==> config.mk <==
export PLATFORM = sky130hd
export DESIGN_NAME = serial_ripple_subtractor
export DESIGN_NICKNAME = d
export VERILOG_FILES = /design/src/rtl/serial_ripple_subtractor.sv
export SDC_FILE = /design/constraint.sdc
export NUM_CORES = 1
export LEC_CHECK = 0
export CORE_MARGIN = 2
export CORE_UTILIZATION = 40
export DETAILED_ROUTE_END_ITERATION = 16
export DONT_BUFFER_PORTS = 1
export GPL_TIMING_DRIVEN = 0
export PLACE_DENSITY = 0.62
export SLEW_MARGIN = 20
export SYNTH_ARGS = -nofsm -noshare
export SYNTH_HDL_FRONTEND = slang
export SYNTH_SLANG_ARGS = --single-unit
==> constraint.sdc <==
create_clock -name clk -period 2.71 [get_ports clk]
set_input_delay 0.1355 -clock clk [delete_from_list [all_inputs] [get_ports clk]]
set_output_delay 0.1355 -clock clk [all_outputs]
set_load 0.005 [all_outputs]
==> src/rtl/serial_ripple_subtractor.sv <==
// Bit-serial ripple-borrow subtractor: diff = a - b - bin, one bit per clock, borrow carried in a flop.
// Result valid SIZE edges after accept; held in DONE for any length of out_ready backpressure, no overlap.
module serial_ripple_subtractor #(
  parameter  int SIZE  = 4,
  localparam int IDX_W = $clog2(SIZE)
) (
  input  logic            clk,
  input  logic            rst_n,
  input  logic [SIZE-1:0] a,
  input  logic [SIZE-1:0] b,
  input  logic            bin,
  input  logic            in_valid,
  output logic            in_ready,
  output logic [SIZE-1:0] diff,
  output logic [SIZE-1:0] borrow,
  output logic            bout,
  output logic            out_valid,
  input  logic            out_ready,
  output logic            busy
);

  typedef enum logic [1:0] {IDLE, RUN, DONE} state_t;

  localparam logic [IDX_W-1:0] LAST = IDX_W'(SIZE - 1);

  state_t           state;
  logic [IDX_W-1:0] idx;
  logic [SIZE-1:0]  a_q;
  logic [SIZE-1:0]  b_q;
  logic             br;

  logic a_bit, b_bit, d_bit, bw_bit;

  // Single full-subtractor cell, reused for every bit position over time.
  always_comb begin
    a_bit  = a_q[idx];
    b_bit  = b_q[idx];
    d_bit  = a_bit ^ b_bit ^ br;
    bw_bit = (~a_bit & b_bit) | (~(a_bit ^ b_bit) & br);
  end

  always_ff @(posedge clk or negedge rst_n) begin
    if (!rst_n) begin
      state  <= IDLE;
      idx    <= '0;
      a_q    <= '0;
      b_q    <= '0;
      br     <= 1'b0;
      diff   <= '0;
      borrow <= '0;
      bout   <= 1'b0;
    end else begin
      case (state)
        IDLE: begin
          if (in_valid) begin
            a_q    <= a;
            b_q    <= b;
            br     <= bin;
            diff   <= '0;
            borrow <= '0;
            bout   <= 1'b0;
            idx    <= '0;
            state  <= RUN;
          end
        end
        RUN: begin
          diff[idx]   <= d_bit;
          borrow[idx] <= bw_bit;
          br          <= bw_bit;
          // idx parks at the top bit instead of wrapping.
          if (idx == LAST) begin
            bout  <= bw_bit;
            state <= DONE;
          end else begin
            idx <= idx + 1'b1;
          end
        end
        DONE: begin
          if (out_ready) state <= IDLE;
        end
        default: state <= IDLE;
      endcase
    end
  end

  assign in_ready  = (state == IDLE);
  assign busy      = (state == RUN);
  assign out_valid = (state == DONE);

endmodule

==> results.json <==
{
  "status": "finished, final reports clean",
  "slew_viol_final": 0,
  "core_sq_um": 2760,
  "r2r_cells": 5,
  "max-cap-violations": 0,
  "overflow": 0,
  "dieArea_sq_um": 3360,
  "synthesis.area_sq_um": 1160,
  "hold_violations": 0,
  "critical_path.top_delay_family": "multiplexers",
  "place.port_buffers": 0,
  "vdd_drop_max_uv": 704,
  "ys_ff_latch": 22,
  "cts.sinks": 22,
  "cp-start-kind": "flop",
  "grt_pass1_vias": 783,
  "drive_gt1_frac": 0.188,
  "yosysSeqAreaShare": 0.473,
  "grt_pass1_wl_mm": 3.84,
  "crit_required_ns": 2.90,
  "htree_levels": 1,
  "via_per_inst": 5.43,
  "r2r_end": "diff[1]$_DFFE_PN0P_",
  "power_per_cell_area_nw_per_um2": 1200,
  "fin_ws_ns": 0.442,
  "synth_cells": 99,
  "clkLatencyLatePin_ns": 0.30,
  "slowest_stage": "dfrtp_1",
  "wire_per_inst_um": 15.1,
  "relSlewSlack": 0.365,
  "final_cell_mix": "dfrtp_1 (22), nand2_1 (13), dlygate4sd3_1 (10), mux2_4 (8), inv_1 (7)",
  "hold_start": "out_ready",
  "tightest_slew_ns": 0.949,
  "avgSynthCellArea_sq_um": 11.8,
  "yosysTopAreaCell": "dfrtp_1",
  "drc": 0,
  "ant_nets": 0,
  "drtIter0Drc": 17,
  "critical_path_buf_inv_count": 0,
  "netlist_top_cells_area": "dfrtp_1 (47%), mux2_4 (10%), ha_1 (4.3%)",
  "clock_skew_ns": 0.00897,
  "netlist.area_leader.share": 0.473,
  "dp_cells": 130,
  "numCtsBuffers": 3,
  "rsz0062_at_grt": "no",
  "cts_root_buffer": "clkbuf_4",
  "hold_ws_ns": 0.0178,
  "critical-path-max-stage-delay_ns": 0.56,
  "leakage_nw": 0.612,
  "fin_cells": 143,
  "finalCriticalPeriod_ns": 2.27,
  "ys_types": 28,
  "fin_crit_sh": 0.837,
  "final.setup.tns_ns": 0,
  "final_cell_area_sq_um": 1330,
  "place_hpwl_mm": 1.59,
  "power_mw": 1.59,
  "worst_setup_path_end_kind": "flop",
  "setup_viol": 0,
  "syn_nets": 117,
  "cts_tree": "yes",
  "place_area_sq_um": 1200,
  "pre_cts_slack_ns": 0.476,
  "dieHeight_um": 57.9,
  "crit_type": "flop to flop",
  "dieWidth_um": 57.9,
  "r2r_start": "idx[0]$_DFFE_PN0P_",
  "vias": 777,
  "io_pins": 25,
  "final_common_cell": "dfrtp_1",
  "postLayoutCoreUtil": 0.480,
  "cp_max_fo": 8,
  "finalWirelength_mm": 2.16,
  "yosys_warnings": 0,
  "layout.nets": 132,
  "initial_core_util": 0.422,
  "grt_use_total": 0.150,
  "place.gp.congestion": 0.706,
  "hold_depth": 2,
  "post_cts.repair.setup_buffers": 0,
  "hold_path.class": "input port to flop",
  "cp_cell_sequence": "mux4_2 -> fa_1 -> nor2_1 -> mux2_2 -> a22o_1",
  "r2r_setup_slack_ns": 0.44,
  "syn_to_final_growth_pct": 13.9,
  "path_clk_slew_ns": 0.12,
  "first_pass_iters": 3,
  "clock_tree.buffer_depth": 2,
  "num_antenna_cells": 0,
  "rows": 19,
  "fmax_mhz": 441,
  "crit_arrival_ns": 2.46,
  "fill_cells": 251,
  "antenna_found_initial": 0,
  "whs_endpoint": "state[1]$_DFFE_PN0P_",
  "grt_max_degree": 23
}
==> Yosys cell counts, drive strengths merged <==
master  count
nand3       4
a22o        5
o32ai       1
fa          1
inv         7
nand4b      1
buf         5
mux4        2
nor3        2
o211ai      2
nand2      13
and2        1
dfrtp      22
mux2i       2
nor2b       3
nand2b      5
nand3b      1
o311ai      2
o21bai      1
a31oi       1
and3b       1
a21oi       1
ha          4
nor2        2
mux2       10
==> per-layer routing <==
layer  GRT usage  share of wire
met1       0.203           0.45
met2       0.240           0.50
met3      0.0469          0.047
met4      0.0299         0.0060
met5           0              0
==> cell type report <==
type	instances	area (sq um)	area share
tap	31	38.8	0.0293
sequential	22	551	0.415
multi-input combinational	65	553	0.417
inverter	7	26.3	0.0198
clock buffer	3	22.5	0.0170
timing repair buffer	10	100	0.0755
buffer	5	33.8	0.0255
==> worst max path at each step <==
stage | from | endpoint | slack [ns] | depth (start not counted)
after floorplan | idx[0]$_DFFE_PN0P_ | diff[0]$_DFFE_PN0P_ | 0.62 | 5
after global placement | idx[0]$_DFFE_PN0P_ | diff[1]$_DFFE_PN0P_ | 0.49 | 5
after detailed placement | idx[0]$_DFFE_PN0P_ | diff[1]$_DFFE_PN0P_ | 0.48 | 5
after CTS | idx[0]$_DFFE_PN0P_ | diff[1]$_DFFE_PN0P_ | 0.43 | 5
after global routing | idx[0]$_DFFE_PN0P_ | diff[1]$_DFFE_PN0P_ | 0.32 | 6
final | idx[0]$_DFFE_PN0P_ | diff[1]$_DFFE_PN0P_ | 0.44 | 5
==> timing repair <==
action                     4_1_cts  5_1_grt
hold buffers                    10        0
setup endpoints to repair        0        0
resized for setup                0        0
hold endpoints to repair        31        0
==> where the power goes <==
group / internal, mW / leakage [nW] / switching [mW] / total, mW
Combinational: 0.440 / 0.324 / 0.394 / 0.834
Clock: 0.0518 / 0.0138 / 0.0920 / 0.144
Sequential: 0.480 / 0.274 / 0.132 / 0.612
==> worst register-to-register path, stage by stage (launching register included) <==
cell     delay [ns]
dfrtp_1        0.56
mux4_2         0.56
fa_1           0.52
nor2_1         0.08
mux2_2         0.27
a22o_1         0.17
==> cell families (layout without fill, tap and decap cells) <==
family                     after synthesis  in the layout  synth area share
and+or+nand+nor                         33             33             0.144
DFF                                     22             22             0.473
muxes                                   14             14             0.178
buffers and inverters                   12             25            0.0516
adders and majority gates                5              5            0.0602
AOI/OAI and AO/OA                       13             13            0.0925
==> flip-flops by register name, indices dropped and copies added, names as in the netlist <==
name and count:
idx 2, br 1, state 2, b_q 4
a_q 4, bout 1, borrow 4, diff 4
Note: power is estimated with default switching activity, not from simulation.
